==> config.mk <==
export PLATFORM = sky130hd
export DESIGN_NAME = register_file_mp
export DESIGN_NICKNAME = d
export VERILOG_FILES = /design/src/rtl/rf_pkg.sv /design/src/rtl/reg_scoreboard.sv /design/src/rtl/register_file_mp.sv
export SDC_FILE = /design/constraint.sdc
export NUM_CORES = 2
export LEC_CHECK = 0
export CAP_MARGIN = 5
export CORE_AREA = 2 2 310 388
export CTS_CLUSTER_SIZE = 20
export DETAILED_ROUTE_END_ITERATION = 10
export DIE_AREA = 0 0 312 390
export HOLD_SLACK_MARGIN = 0.12
export PLACE_DENSITY = 0.6
export SYNTH_ARGS = -nofsm -noshare
export SYNTH_HDL_FRONTEND = slang
export SYNTH_SLANG_ARGS = --single-unit
==> constraint.sdc <==
create_clock -name clk -period 5.3 [get_ports clk]
set_input_delay 0.53 -clock clk [delete_from_list [all_inputs] [get_ports clk]]
set_output_delay 0.53 -clock clk [all_outputs]
set_load 0.02 [all_outputs]
==> src/rtl/rf_pkg.sv <==
// Shared constants for the multi-port register file slice.
// Holds architectural register indices and reset defaults used by
// register_file_mp and reg_scoreboard. Width-dependent typedefs live in the
// modules, because they follow each instance's parameters.
package rf_pkg;

  localparam int unsigned ZERO_IDX = 0;  // x0: hardwired zero
  localparam int unsigned SP_IDX   = 2;  // x2: stack pointer

  localparam int unsigned DWIDTH_DEF   = 32;
  localparam int unsigned NUM_REGS_DEF = 32;
  localparam logic [31:0] SP_INIT_DEF  = 32'h0100_0000;

endpackage

==> src/rtl/reg_scoreboard.sv <==
// Pending-write scoreboard: one busy bit per architectural register.
// Ports:
//   clk, rst          clock, synchronous active-high reset (clears all bits)
//   set_i/set_idx_i   issue marks set_idx_i busy
//   clr_i/clr_idx_i   writeback clears clr_idx_i
//   busy_o            busy vector, bit 0 (x0) is never set
// A set and a clear of the same register in one cycle leave it set: the
// newer producer still has to write back.
module reg_scoreboard
  import rf_pkg::*;
#(
  parameter  int unsigned NUM_REGS = NUM_REGS_DEF,
  localparam int unsigned AW       = $clog2(NUM_REGS)
) (
  input  logic                clk,
  input  logic                rst,
  input  logic                set_i,
  input  logic [AW-1:0]       set_idx_i,
  input  logic                clr_i,
  input  logic [AW-1:0]       clr_idx_i,
  output logic [NUM_REGS-1:0] busy_o
);

  logic [NUM_REGS-1:0] set_vec;
  logic [NUM_REGS-1:0] clr_vec;

  always_comb begin
    set_vec = '0;
    clr_vec = '0;
    if (set_i) set_vec[set_idx_i] = 1'b1;
    if (clr_i) clr_vec[clr_idx_i] = 1'b1;
    set_vec[ZERO_IDX] = 1'b0;
  end

  always_ff @(posedge clk) begin
    if (rst) busy_o <= '0;
    else     busy_o <= (busy_o & ~clr_vec) | set_vec;
  end

endmodule

==> src/rtl/register_file_mp.sv <==
// Multi-read-port integer register file with writeback bypass, optional
// registered reads and a pending-write scoreboard.
// Ports:
//   clk, rst     clock, synchronous active-high reset
//   rs_i         NRD read addresses
//   rsdata_o     NRD read data (x0 reads 0)
//   rsbusy_o     NRD busy flags: addressed register awaits a writeback
//   rd_i, datawb_i, regwren_i   writeback port (writes to x0 ignored)
//   mark_i, mark_rd_i           issue-time busy marking
//   busy_vec_o   full scoreboard vector
// x2 resets to SP_INIT, all other registers to 0.
module register_file_mp
  import rf_pkg::*;
#(
  parameter  int unsigned         DWIDTH    = DWIDTH_DEF,
  parameter  int unsigned         NUM_REGS  = NUM_REGS_DEF,
  parameter  int unsigned         NRD       = 2,
  parameter  int unsigned         BYPASS    = 1,
  parameter  int unsigned         SYNC_READ = 0,
  parameter  logic [DWIDTH-1:0]   SP_INIT   = DWIDTH'(SP_INIT_DEF),
  localparam int unsigned         AW        = $clog2(NUM_REGS)
) (
  input  logic                         clk,
  input  logic                         rst,
  input  logic [NRD-1:0][AW-1:0]       rs_i,
  output logic [NRD-1:0][DWIDTH-1:0]   rsdata_o,
  output logic [NRD-1:0]               rsbusy_o,
  input  logic [AW-1:0]                rd_i,
  input  logic [DWIDTH-1:0]            datawb_i,
  input  logic                         regwren_i,
  input  logic                         mark_i,
  input  logic [AW-1:0]                mark_rd_i,
  output logic [NUM_REGS-1:0]          busy_vec_o
);

  typedef logic [AW-1:0]     reg_addr_t;
  typedef logic [DWIDTH-1:0] reg_data_t;

  reg_data_t regs [NUM_REGS];

  // Storage: one register per generate block so each element has a single
  // driver; x0 is a constant.
  for (genvar g = 0; g < NUM_REGS; g++) begin : g_reg
    if (g == ZERO_IDX) begin : g_zero
      assign regs[g] = '0;
    end else begin : g_store
      reg_data_t q;
      always_ff @(posedge clk) begin
        if (rst)
          q <= (g == SP_IDX) ? SP_INIT : '0;
        else if (regwren_i && (rd_i == reg_addr_t'(g)))
          q <= datawb_i;
      end
      assign regs[g] = q;
    end
  end

  reg_scoreboard #(
    .NUM_REGS (NUM_REGS)
  ) u_scoreboard (
    .clk       (clk),
    .rst       (rst),
    .set_i     (mark_i),
    .set_idx_i (mark_rd_i),
    .clr_i     (regwren_i),
    .clr_idx_i (rd_i),
    .busy_o    (busy_vec_o)
  );

  for (genvar p = 0; p < NRD; p++) begin : g_port
    logic      wb_hit;
    reg_data_t rd_val;
    logic      rd_busy;

    // A writeback to the addressed register this cycle both supplies the
    // data and retires the pending write, so it also masks busy.
    always_comb begin
      wb_hit  = (BYPASS != 0) && regwren_i && (rd_i == rs_i[p]);
      rd_val  = regs[rs_i[p]];
      rd_busy = busy_vec_o[rs_i[p]];
      if (rs_i[p] == reg_addr_t'(ZERO_IDX)) begin
        rd_val  = '0;
        rd_busy = 1'b0;
      end else if (wb_hit) begin
        rd_val  = datawb_i;
        rd_busy = 1'b0;
      end
    end

    if (SYNC_READ != 0) begin : g_sync
      reg_data_t q_data;
      logic      q_busy;
      always_ff @(posedge clk) begin
        if (rst) begin
          q_data <= '0;
          q_busy <= 1'b0;
        end else begin
          q_data <= rd_val;
          q_busy <= rd_busy;
        end
      end
      assign rsdata_o[p] = q_data;
      assign rsbusy_o[p] = q_busy;
    end else begin : g_comb
      assign rsdata_o[p] = rd_val;
      assign rsbusy_o[p] = rd_busy;
    end
  end

endmodule

* Word-level counts from Yosys, hierarchy flattened
Cells that the tools add are included.
Storage, ports and cells: input bits 56, output and inout bits 98, word-level logic and storage cells 139, flip-flop bits (word level) 1024
Operators by class: equality and inequality tests 33, $lt $le $gt $ge 8, reduce and logical (&&, ||, !) cells 37, bitwise operators 5, multiplexer cells 24
Operator list (number):
- $bmux 32 s5 | 2
- $mux 32 | 10
- $eq 5x5->1 const B | 16
- $eq 5x4->1 const B | 8
- $logic_and 1x1->1 | 35
- $and 32x32->32 | 1
- $not 32->32 | 1
- $or 32x32->32 | 1
- $lt 5x6->1 const B | 4
- $eq 5x3->1 const B | 4
- $ge 6x6->1 const B | 2
- $not 5->6 | 2
- $bmux 1 s5 | 2
- $demux 1 s5 | 2
- $eq 5x2->1 const B | 2
- $eq 5x5->1 | 2
- $ge 5x1->1 const B | 2
- $logic_not 5->1 | 2
- $mux 1 | 8
- $eq 5x1->1 const B | 1

* Depth between registers and ports, before layout
word-level depth 8, mapped depth 10, depth with buffers taken out 5

* By module
From an unflattened synthesis, not the netlist that was laid out.
Unflattened totals: cells, all modules 6466, area total of the unflattened synthesis 53777.8 µm²
By module, submodules not included:
- register_file_mp | cells each 6310, seq. area each 19859.0 µm², area each 52397.8 µm², instances 1
- reg_scoreboard | cells each 156, seq. area each 640.6 µm², area each 1380.1 µm², instances 1

* Least setup slack after synthesis
OpenSTA, ideal clock, no wires.
path type input -> output, start input port rs_i[2] in the netlist's numbering, end output port rsdata_o[21] in the netlist's numbering, setup slack 2.403 ns, required time 4.770 ns, buffers on the path 4, arrival time 2.367 ns, stages 8, path through buf_4 buf_4 buf_2 nor2b_1 clkbuf_1 a22o_1 a211oi_1 o31ai_1
RTL lines:
- start: declaration | RTL line register_file_mp.sv:25 | input logic [NRD-1:0][AW-1:0] rs_i,
- end: declaration | RTL line register_file_mp.sv:26 | output logic [NRD-1:0][DWIDTH-1:0] rsdata_o,

==> out/results.tsv <==
stage	metric	value	unit
placed_design	dp.cells	7441	
floorplanning	core	117800	µm²
clocking	numCtsBuffers	104	
power_and_ir_drop	ir_drop	0.2980	mV
floorplanning	die_area	121700	µm²
routing	dr_total_vias	49850	
power_and_ir_drop	finalPower	17500	µW
critical_path	crit_start	rs_i[6]	
synth	synth-seq-area-share	38.82	%
final_layout	area_growth	12.04	%
grt	globalRoute.totalOverflow	0	
power_and_ir_drop	power_density	295.9	nW/µm²
timing	skew	0	ns
timing	worstMarginPinSlew	1.350	ns
critical_path	crit_path_end_kind	primary output	
timing	rsz0062_at_grt	false	
synth	yosys_register_bits	1024	
power_and_ir_drop	power_leakage	0.01906	µW
clocking	cts-resized-gates	0	
grt	grt_pass1_wl	327700	µm
synth	netlist_area	52800	µm²
routing	ant_nets	0	
grt	grt_util_all_layers	36.34	%
timing	worst_slack	0.4555	ns
grt	grt_max_degree	163	
synth	synthFlopType	dfxtp_1	
critical_path	r2r_end	u_scoreboard.busy_o[29]	
synth	netlist_instances	6167	
critical_path	worstPathArrival	4.31	ns
critical_path	rr_startpoint	u_scoreboard.busy_o[29]	
final_layout	drive_gt1_share	16.16	%
placed_design	post-place-ws	0.7818	ns
critical_path	cp.required	4.77	ns
routing	wirelength	228000	µm
grt	grt_pass1_vias	46820	
critical_path	cp_max_fo	34	
final_layout	fillers	11090	
clocking	cts_tree	yes	
synth	yosys_warnings	0	
clocking	clock_latency	0.71	ns
timing	fin_crit	4.844	ns
floorplanning	die_x	312	µm
timing	timing.fmax	0.2064	GHz
routing	wire_per_inst	29.89	µm
routing	dr.pass1.iters	9	
clocking	cts_setup_buffers	0	
synth	synth_edf_count	0	
clocking	clk_pin_slew	0.06	ns
critical_path	path_class	primary input to primary output	
floorplanning	die_y	390	µm
clocking	clockBufferDepth	3	
critical_path	endpoint	rsdata_o[46]	
synth	ys_types	55	
routing	avgViaCountPerCell	6.535	
timing	relSlewSlack	9.752	%
timing	fin_crit_sh	91.40	%
synth	async_reset_ff_share	0	%
clocking	cts-hold-fix-buffers	0	
timing	hold_viol	0	
floorplanning	initial_utilization	44.81	%
synth	syn_nets	6223	
routing	initialDrtViolationCount	7439	
critical_path	cp-start-kind	primary input	
placed_design	gp_congestion	0.9736	
grt	antenna_found_initial	16	
routing	drc	0	
run_status	status	complete, no violations	
worst_hold_path	holdCritPathClass	primary input to flip-flop	
critical_path	r2r_cells	2	
clocking	clock_sinks	1024	
placed_design	portBuffers	153	
timing	drv_slew	0	
floorplanning	io_pins	154	
timing	finalSetupTns	0	ns
run	maxCapViolations	0	
synth	synth_area_per_cell	8.562	µm²
final_layout	finish.net_count	6030	
clocking	cts_root_buf	clkbuf_16	
critical_path	reg2reg_slack	4.41	ns
timing	setup_viol	0	
placed_design	dp_hpwl	141700	µm
clocking	htree_levels	3	
floorplanning	rows	141	
final_layout	instances_no_fill	7629	
[worst min path at each step]
stage / cells past startpoint / slack (ns) / from / to
2_1_floorplan: 2 / 0.44 / g_reg[3].g_store.q[0] / g_reg[3].g_store.q[0]
3_3_place_gp: 2 / 0.45 / g_reg[24].g_store.q[23] / g_reg[24].g_store.q[23]
3_5_place_dp: 2 / 0.46 / g_reg[11].g_store.q[30] / g_reg[11].g_store.q[30]
4_1_cts: 2 / 0.34 / rst / u_scoreboard.busy_o[22]
5_1_grt: 2 / 0.38 / rst / u_scoreboard.busy_o[16]
6_report: 2 / 0.36 / rst / u_scoreboard.busy_o[17]
[power by group]
part           internal (µW)  switching [µW]
Sequential              7750            45.2
Clock                   4530            3320
Combinational            569            1280
Total                  12900            4650
[cell usage after synthesis, types with 27 or more instances]
cell type / n / share of area (%)
o21ai_0: 42 / 0.40
a21oi_1: 1006 / 9.5
nand2_1: 2067 / 15
a22oi_1: 58 / 0.82
a211oi_1: 40 / 0.57
o31ai_1: 27 / 0.38
mux4_2: 399 / 17
clkbuf_1: 475 / 3.4
a221oi_1: 58 / 0.96
mux2i_1: 140 / 2.7
buf_4: 53 / 0.75
o22ai_1: 62 / 0.73
nor2_1: 138 / 0.98
o221ai_1: 30 / 0.50
a22o_1: 30 / 0.50
dfxtp_1: 1024 / 39
mux2_2: 102 / 2.2
nor3_1: 55 / 0.52
buf_2: 101 / 0.96
[sequential cells by signal (all words and copies together), names as in the netlist]
name / cells
g.g_store.q: 992
u_scoreboard.busy_o: 32
[final cells by class]
class | instances | area, µm² | area share [%]
diodes | 4 | 10.01 | 0.01692
clock buffers | 148 | 3020 | 5.105
clock inverters | 36 | 519.2 | 0.8777
inverters | 4 | 15.01 | 0.02538
multi-input cells | 4472 | 29710 | 50.22
flip-flops and latches | 1024 | 20500 | 34.65
well taps | 1573 | 1968 | 3.327
repair buffers | 368 | 3421 | 5.782
[kinds of logic after synthesis]
kind of cell / synth area share [%]
muxes: 21.85
DFF: 38.82
AOI/OAI and AO/OA: 15.80
buffers and inverters: 5.632
xor gates and xnor gates: 0.1659
and+or+nand+nor: 17.73
[routing by layer]
metal | share of wire [%] | up-vias | wire length [µm] | GRT usage (%)
li1 | - | 21230 | - | -
met1 | 36 | 24160 | 81820 | 45.78
met2 | 43 | 3516 | 99190 | 54.53
met3 | 13 | 930 | 30500 | 10.76
met4 | 7.2 | 22 | 16370 | 22.87
met5 | 0.065 | - | 149 | 0
[cell usage in the layout (no fill, tap or decap), types with 9 or more instances in the layout]
master and count:
nor2_4 32, o22ai_1 62, nor3_1 54, a211oi_1 40
a221oi_1 58, nand2_2 31, clkbuf_16 106, o21ai_0 42
buf_4 196, mux2_2 102, bufinv_16 12, nand3_1 18
a32o_1 25, dfxtp_1 1024, o31ai_1 27, nor4_1 12
clkbuf_8 21, nand2b_1 20, mux4_2 399, a22oi_1 58
nor2_1 105, clkbuf_1 21, clkdlybuf4s50_1 142, a221o_1 9
buf_12 21, nand2_1 2036, o211ai_1 15, mux2i_1 140
a22o_1 30, o221ai_1 30, clkinv_2 14, a2111oi_0 10
nor2b_1 15, a21oi_1 1006
[worst max-delay path, stage by stage]
cell and delay (ns):
buf_8 0.19, nand2_1 1.06, o22ai_1 0.48, nor4_1 0.62, nor3_1 0.10, nor3_1 0.54, clkdlybuf4s50_1 0.73
[stage by stage]
step                      cell area [µm²]  hold WS (ns)  utilization (%)
after floorplan                     52800        0.4424                -
after global placement              55610        0.4492            47.19
after detailed placement            55610        0.4571            47.19
after CTS                           59150        0.3405            50.19
after global routing                59150        0.3810            50.19
final                               59160        0.3611            50.20
(Power assumes the default switching activity.)
